### src/rtl/pc_pkg.sv
// Shared types and helpers for the fetch PC generator and its BTB.
package pc_pkg;

    // Widest PC the BTB entry layout can hold; narrower cores zero-extend.
    localparam int MAX_XLEN = 32;

    typedef logic [1:0] ctr_t;

    localparam ctr_t SNT = 2'b00;  // strongly not-taken
    localparam ctr_t WNT = 2'b01;  // weakly not-taken (reset value)
    localparam ctr_t WT  = 2'b10;  // weakly taken (fresh allocation)
    localparam ctr_t ST  = 2'b11;  // strongly taken

    typedef struct packed {
        logic                valid;
        logic [MAX_XLEN-1:0] tag;
        logic [MAX_XLEN-1:0] target;
        ctr_t                ctr;
    } btb_entry_t;

    function automatic ctr_t sat_inc(input ctr_t c);
        return (c == ST) ? ST : ctr_t'(c + 2'b01);
    endfunction

    function automatic ctr_t sat_dec(input ctr_t c);
        return (c == SNT) ? SNT : ctr_t'(c - 2'b01);
    endfunction

endpackage

### src/rtl/pc_btb.sv
// Direct-mapped branch target buffer with 2-bit saturating direction counters.
// Lookup is purely combinational; training writes land on the clock edge, so a
// same-cycle lookup of the index being trained sees the old contents.
module pc_btb
    import pc_pkg::*;
#(
    parameter int XLEN        = 32,
    parameter int BTB_ENTRIES = 16
) (
    input  logic            clk,
    input  logic            reset,
    // lookup
    input  logic [XLEN-1:0] lookup_pc,
    output logic            hit,
    output logic            taken,
    output logic [XLEN-1:0] target,
    // training
    input  logic            upd_valid,
    input  logic [XLEN-1:0] upd_pc,
    input  logic [XLEN-1:0] upd_target,
    input  logic            upd_taken
);

    localparam int IDX = $clog2(BTB_ENTRIES);

    btb_entry_t mem [BTB_ENTRIES];

    logic [IDX-1:0]      l_idx, u_idx;
    logic [MAX_XLEN-1:0] l_tag, u_tag;
    btb_entry_t          l_ent, u_ent;
    logic                u_hit;

    // Byte-offset bits never select or tag an entry.
    logic unused_low_bits;
    assign unused_low_bits = ^{lookup_pc[1:0], upd_pc[1:0]};

    assign l_idx = lookup_pc[IDX+1:2];
    assign u_idx = upd_pc[IDX+1:2];
    assign l_tag = MAX_XLEN'(lookup_pc[XLEN-1:IDX+2]);
    assign u_tag = MAX_XLEN'(upd_pc[XLEN-1:IDX+2]);

    // Combinational read of the fetch-side entry.
    always_comb begin
        l_ent  = mem[l_idx];
        hit    = l_ent.valid && (l_ent.tag == l_tag);
        taken  = l_ent.ctr[1];
        target = l_ent.target[XLEN-1:0];
    end

    // Combinational read of the training-side entry.
    always_comb begin
        u_ent = mem[u_idx];
        u_hit = u_ent.valid && (u_ent.tag == u_tag);
    end

    // Table state: async clear, then counter/target training from EX.
    always_ff @(posedge clk or posedge reset) begin
        if (reset) begin
            for (int i = 0; i < BTB_ENTRIES; i++)
                mem[i] <= '{valid: 1'b0, tag: '0, target: '0, ctr: WNT};
        end else if (upd_valid) begin
            if (u_hit) begin
                if (upd_taken) begin
                    mem[u_idx].ctr    <= sat_inc(u_ent.ctr);
                    mem[u_idx].target <= MAX_XLEN'(upd_target);
                end else begin
                    mem[u_idx].ctr    <= sat_dec(u_ent.ctr);
                end
            end else if (upd_taken) begin
                // Allocation silently evicts whatever alias lived here.
                mem[u_idx] <= '{valid: 1'b1, tag: u_tag,
                                target: MAX_XLEN'(upd_target), ctr: WT};
            end
        end
    end

endmodule

### src/rtl/pc_gen.sv
// Fetch-stage program counter: holds pcF and picks the next fetch address
// from trap, EX redirect, stall hold, BTB prediction or pc+4.
module pc_gen
    import pc_pkg::*;
#(
    parameter int              XLEN         = 32,
    parameter logic [XLEN-1:0] RESET_VECTOR = '0,
    parameter int              BTB_ENTRIES  = 16,
    parameter bit              EN_BTB       = 1'b1
) (
    input  logic            clk,
    input  logic            reset,
    input  logic            stallF,
    input  logic            trap_valid,
    input  logic [XLEN-1:0] trap_pc,
    input  logic            redirect_valid,
    input  logic [XLEN-1:0] redirect_pc,
    input  logic            upd_valid,
    input  logic [XLEN-1:0] upd_pc,
    input  logic [XLEN-1:0] upd_target,
    input  logic            upd_taken,
    output logic [XLEN-1:0] pcF,
    output logic [XLEN-1:0] pcPlus4F,
    output logic            predTakenF,
    output logic [XLEN-1:0] predTargetF,
    output logic            misalignF
);

    logic            btb_hit, btb_taken;
    logic [XLEN-1:0] btb_target;
    logic [XLEN-1:0] pc_next;

    generate
        if (EN_BTB) begin : g_btb
            pc_btb #(
                .XLEN        (XLEN),
                .BTB_ENTRIES (BTB_ENTRIES)
            ) u_btb (
                .clk        (clk),
                .reset      (reset),
                .lookup_pc  (pcF),
                .hit        (btb_hit),
                .taken      (btb_taken),
                .target     (btb_target),
                .upd_valid  (upd_valid),
                .upd_pc     (upd_pc),
                .upd_target (upd_target),
                .upd_taken  (upd_taken)
            );
        end else begin : g_no_btb
            // Without a BTB the training port has nothing to drive.
            logic unused_upd;
            assign unused_upd = ^{upd_valid, upd_pc, upd_target, upd_taken};
            assign btb_hit    = 1'b0;
            assign btb_taken  = 1'b0;
            assign btb_target = '0;
        end
    endgenerate

    assign pcPlus4F    = pcF + XLEN'(4);  // wraps modulo 2^XLEN
    assign predTakenF  = btb_hit && btb_taken;
    assign predTargetF = predTakenF ? btb_target : '0;
    assign misalignF   = |pcF[1:0];

    // Next-PC select: trap > redirect > stall > prediction > sequential.
    always_comb begin
        pc_next = pcPlus4F;
        if (trap_valid)          pc_next = trap_pc;
        else if (redirect_valid) pc_next = redirect_pc;
        else if (stallF)         pc_next = pcF;
        else if (predTakenF)     pc_next = predTargetF;
    end

    // PC register with asynchronous reset to the boot vector.
    always_ff @(posedge clk or posedge reset) begin
        if (reset) pcF <= RESET_VECTOR;
        else       pcF <= pc_next;
    end

endmodule

### config.mk
export PLATFORM = sky130hd
export DESIGN_NAME = pc_gen
export DESIGN_NICKNAME = d
export VERILOG_FILES = /design/src/rtl/pc_pkg.sv /design/src/rtl/pc_btb.sv /design/src/rtl/pc_gen.sv
export SDC_FILE = /design/constraint.sdc
export NUM_CORES = 2
export LEC_CHECK = 0
export ABC_CLOCK_PERIOD_IN_PS = 63200
export CORE_UTILIZATION = 34
export CTS_CLUSTER_DIAMETER = 60
export CTS_CLUSTER_SIZE = 14
export DETAILED_ROUTE_END_ITERATION = 6
export GPL_TIMING_DRIVEN = 0
export SLEW_MARGIN = 5
export SYNTH_ARGS = -nofsm -noshare
export SYNTH_HDL_FRONTEND = slang
export SYNTH_SLANG_ARGS = --single-unit
export TNS_END_PERCENT = 100
### constraint.sdc
create_clock -name clk -period 63.2 [get_ports clk]
set_input_delay 12.64 -clock clk [delete_from_list [all_inputs] [get_ports clk]]
set_output_delay 12.64 -clock clk [all_outputs]
set_load 0.1 [all_outputs]
# Word-level counts from Yosys, hierarchy flattened
# Cells that the tools add are included.
# word_totals
in_bits	135
ff_bits	1104
# classes
magnitude_cmp	3
n_eq_ne	4
addsub	3
reduce_logical	8
muxes	26
bitwise	2
# op_table
cell	count
1072-bit bitwise mux	4
1072-bit two-way mux	3
67-bit demux with 4-bit select	3
67-bit binary-select mux with 4-bit select	2
67-bit two-way mux	5
32-bit two-way mux	5
32-bit by 26-bit == test with 1-bit output	2
34-bit two-way mux	1
32-bit by 3-bit adder with 32-bit output (second input constant)	1
5-bit greater-or-equal comparator (second input constant)	2
4-bit inverter with 5-bit output	2
2-bit two-way mux	3
5-bit by 1-bit less-than comparator with 1-bit output (second input constant)	1
1-bit logical AND	4
3-bit by 1-bit != test with 1-bit output (second input constant)	1
2-bit by 1-bit adder with 2-bit output (second input constant)	1
2-bit == test (second input constant)	1
2-bit zero test	1
2-bit AND reduction	1
2-bit nonzero test	1
2-bit OR reduction	1
2-bit by 1-bit subtractor with 2-bit output (second input constant)	1

# Logic depth before layout (Yosys ltp)
# logic_depth
word_depth	12
mapped_depth	18
depth_no_buf	9

# Hierarchy
# Synthesis repeated with hierarchy kept, for this count alone.
# hier_totals
hier_cells	3488
area_unflattened_um2	52206.3
# by_module_without_submodules
module	cells_per_inst	area_each_um2	instances
pc_btb	3053	48967.0	1
pc_gen	435	3239.4	1

# Worst setup path before layout
# No wires, ideal clock.
# synth_path
path_kind	flip-flop to output port
start	reg pcF[2]
end	out predTargetF[10]
path_stages_with_launch	17
slack_ns	44.652
arrival_ns	5.908
path_cell_list	dfrtp_1 > buf_6 > buf_12 > buf_12 > inv_2 > buf_1 > mux2i_1 > mux2i_1 > xor2_1 > nor4_1 > nand4_2 > or3_4 > buf_6 > buf_6 > buf_6 > buf_2 > nor2_1
# synth_via
elab_chain_len	8
# synth_rtl
element	line_no	rtl
start, declared	pc_gen.sv:22	output logic [XLEN-1:0] pcF,
start signal, assigned	pc_gen.sv:77	else pcF <= pc_next;
4-bit inverter with 5-bit output (implied by the code) (*)	pc_btb.sv:44	l_ent = mem[l_idx];
67-bit binary-select mux with 4-bit select (*)	pc_btb.sv:44	
67-bit two-way mux (implied by the code) (*) (2 in a row)	pc_btb.sv:44	
32-bit by 26-bit == test with 1-bit output	pc_btb.sv:45	hit = l_ent.valid && (l_ent.tag == l_tag);
1-bit logical AND	pc_btb.sv:45	
1-bit logical AND	pc_gen.sv:61	assign predTakenF = btb_hit && btb_taken;
32-bit two-way mux (*)	pc_gen.sv:62	assign predTargetF = predTakenF ? btb_target : '0;
end, declared	pc_gen.sv:25	output logic [XLEN-1:0] predTargetF,
# Mark *: on every way between the ends. The rest lies on a longest branch, timed or not. The select of a mux whose other input is x is not followed.

# Worst setup path after layout
# layout_path
start	reg pcF[5]
end	out predTargetF[8]
# Same word-level chain as after synthesis.

==> results.cfg <==
[floorplan]
ioPinCount = 233
die_h_um = 390
die_w_um = 390
core.rowCount = 142
dieArea_sq_mm = 0.152
initial_core_util = 0.342
core_sq_mm = 0.150

[yosys]
ys_types = 74
syn_nets = 3633
avgSynthCellArea_sq_um = 14.7
ys.flop_type = dfrtp_1
synth_fa_ha_area_frac = 0.000440
synth_top_family_by_area = multiplexers
async_flop_share = 1.00
ys_warn_count = 0
synth_mux_area_frac = 0.382
ys_ff_latch = 1008
synthCells = 3497
synthSimpleGateAreaFrac = 0.0453
synth_edf_count = 0
yosysSeqAreaShare = 0.493
synth_area_sq_mm = 0.0512
synth_compound_area_frac = 0.0332
synth_xor_xnor_area_share = 0.0140

[clock_tree]
cts_setup_buffers = 0
cts_sinks = 1008
cts-buffers-inserted = 93
clockBufferDepth = 3
clkLatencyLatePin_ns = 0.72
cts_max_level = 3
clk_pin_slew_ns = 0.07
hold_buffers = 0
cts_root_buf = clkbuf_16
postCtsResizedCells = 0
cts_tree = built

[sta]
worstMarginPinSlew_ns = 1.48
clock.fmax_mhz = 47.4
fin_skew_ns = 0.0281
whs_ns = 0.474
maxSlewHeadroom = 0.0127
fin_crit_ns = 21.10
period_share = 0.334
rsz0062_at_grt = no
finalMaxSlewViolations = 0
finalHoldViolCount = 0
setup_viol_count_final = 0
fin_setup_tns_ns = 0

[hold_path]
min_delay_path_depth = 2
hp-start = g_btb.u_btb.mem[215]
hold_end = g_btb.u_btb.mem[215]
hold_class = reg -> reg

[global_routing]
first_global_vias = 35026
grt_max_degree = 117
grt_pass1_wl_um = 269000
gr-total-overflow = 0
gr-usage-all-layers = 0.248
grt_antenna_before_repair = 21

[placement]
hpwl_um = 133000
io_buffers = 224
place_congestion = 0.915

[setup_path]
cp-end-kind = output pin
path_common_cell = buf_6
crit_slowest_cell = clkdlybuf4s50_1
cp.arrival_ns = 8.46
crit_type = reg -> out
cp_cell_sequence = buf_2, buf_1, nor2_1, a22o_1, a221oi_1, xor2_1, and4_1, nand4_2, or3_4, buf_6, buf_6, a311oi_2, clkdlybuf4s50_1
startpoint_type = register
cp_max_fo = 10
reg2reg_slack_ns = 56.11
crit_family = buffers and inverters
required_ns = 50.56
critical_path_buf_inv_count = 5
r2r-start = pcF[3]
slowest_delay_ns = 1.28
r2r-end = pcF[2]
r2r_cells = 15

[flow_run]
cap_violations = 0

[cells_and_area]
final_util = 0.396
syn_to_final_growth_pct = 15.9
drive_above_1_share = 0.415
nNetsFinal = 3964

[outcome]
outcome = complete, but fails checks
failed_checks = design-rule violations

[routing]
drtIter0Drc = 3534
antenna_left = 0
vias = 34721
wirelength_um = 189000
drc = 1
via_per_inst = 5.88
dr.pass1.iters = 7
routedWlPerCell_um = 32.0

[power]
leakage_nw = 25.0
powerDensity_mw_per_mm2 = 33.5
vdd_drop_max_uv = 26.5
sequential cells by signal, summed over array words and instances (netlist names):
signal,flops
pcF,32
g_btb.u_btb.mem,976
final cells by class:
cell class | instances | area (sq um)
Fill cell | 14082 | 90400
Sequential cell | 1008 | 25200
Multi-Input combinational cell | 2140 | 24400
Timing Repair Buffer | 236 | 2530
Tap cell | 2016 | 2520
Clock buffer | 114 | 2500
Buffer | 312 | 1510
Clock inverter | 33 | 524
Inverter | 37 | 146
Antenna cell | 4 | 10.0
per-layer routing:
metal	GRT usage	share of wire	wire length, um
met1	0.339	0.41	77900
met4	0.0794	0.035	6670
met2	0.371	0.44	84000
met5	0	0.00055	104
met3	0.0827	0.11	20200
report_power, final:
| part | switching, mW | internal [mW] |
|---|---|---|
| logic | 0.280 | 0.262 |
| clock network | 0.273 | 0.320 |
| registers | 0.0840 | 0.768 |
| total | 0.636 | 1.35 |
cell families after synthesis:
logic type               after synthesis
flip-flops                          1008
multiplexers                        1346
AND/OR/NAND/NOR                      485
AO/OA/AOI/OAI                        225
XOR/XNOR                              82
buffers and inverters                349
adder cells (fa/ha/maj)                2
placed cells by master (no fill, tap or decap), types with 25 or more instances in the layout:
| master | netlist | layout |
|---|---|---|
| a21oi_1 | 34 | 34 |
| buf_2 | 73 | 80 |
| clkbuf_1 | 179 | 191 |
| clkbuf_16 | 1 | 96 |
| clkdlybuf4s50_1 | 0 | 224 |
| dfrtp_1 | 992 | 992 |
| inv_1 | 34 | 33 |
| mux2_2 | 901 | 901 |
| mux2i_1 | 51 | 51 |
| mux4_2 | 375 | 375 |
| nand2_1 | 213 | 213 |
| nand3_1 | 25 | 25 |
| nand4_1 | 25 | 25 |
| nor2_1 | 81 | 81 |
| nor2b_1 | 30 | 30 |
| o21ai_0 | 55 | 55 |
| xnor2_1 | 62 | 61 |
cells in the mapped netlist, drive strengths merged, types with 2 or more instances:
| master | instances | share of area |
|---|---|---|
| a221oi | 21 | 0.0041 |
| mux4 | 393 | 0.17 |
| xor2 | 20 | 0.0034 |
| a31oi | 5 | 0.00061 |
| o22ai | 2 | 0.00024 |
| and3 | 8 | 0.00098 |
| and2 | 32 | 0.0039 |
| o22a | 12 | 0.0021 |
| a22o | 6 | 0.0010 |
| dfrtp | 992 | 0.48 |
| a311oi | 4 | 0.0013 |
| a2bb2oi | 7 | 0.0016 |
| o32a | 12 | 0.0023 |
| nand3b | 3 | 0.00044 |
| mux2 | 902 | 0.20 |
| xnor2 | 62 | 0.011 |
| dfstp | 16 | 0.0082 |
| nand3 | 25 | 0.0024 |
| a21oi | 34 | 0.0033 |
| a211o | 13 | 0.0022 |
| nand2b | 6 | 0.00073 |
| nor4 | 6 | 0.00085 |
| nand4 | 26 | 0.0033 |
| and4 | 3 | 0.00051 |
| nor3 | 22 | 0.0031 |
| nor2b | 30 | 0.0037 |
| a221o | 14 | 0.0027 |
| a41oi | 2 | 0.00034 |
| inv | 36 | 0.0026 |
| or3 | 2 | 0.00034 |
| a21bo | 4 | 0.00078 |
| clkbuf | 181 | 0.014 |
| o221ai | 2 | 0.00034 |
| dlygate4sd1 | 2 | 0.00034 |
| nand2 | 213 | 0.016 |
| nor2 | 87 | 0.0067 |
| a22oi | 10 | 0.0015 |
| mux2i | 51 | 0.010 |
| buf | 129 | 0.015 |
| o31ai | 5 | 0.00073 |
| o21ai | 61 | 0.0060 |
| or2 | 20 | 0.0024 |
| a21o | 6 | 0.00088 |
worst max-delay path by stage:
stage	from	endpoint	slack [ns]	depth (start not counted)
2_1_floorplan	reset	g_btb.u_btb.mem[1004]	22.22	1
3_3_place_gp	reset	g_btb.u_btb.mem[512]	9.73	2
4_1_cts	pcF[5]	predTargetF[22]	42.25	13
6_report	pcF[5]	predTargetF[8]	42.10	13
3_5_place_dp	pcF[5]	predTargetF[22]	43.02	13
5_1_grt	pcF[5]	predTargetF[17]	42.13	13
through the flow:
stage          power, mW  instances  setup WS [ns]  instance area [sq um]
2_1_floorplan       1.21       3497          22.22                  51200
3_3_place_gp        1.39       5737           9.73                  56000
3_5_place_dp        1.40       5749          43.02                  56300
4_1_cts             1.99       5896          42.25                  59300
5_1_grt             2.06       5897          42.13                  59400
6_report            1.99       5900          42.10                  59400
worst reg2reg max path: stages (launching register included):
cell     delay [ns]
dfrtp_1        0.60
buf_2          0.37
buf_6          0.27
buf_6          0.23
buf_8          0.26
buf_4          0.36
buf_2          0.70
buf_2          0.48
buf_1          1.07
buf_1          0.69
mux4_2         0.43
nand2_1        0.08
a21oi_1        0.10
a21oi_1        0.81
mux2_4         0.29
o21ai_1        0.17
Power figures use the tool's default switching activity.
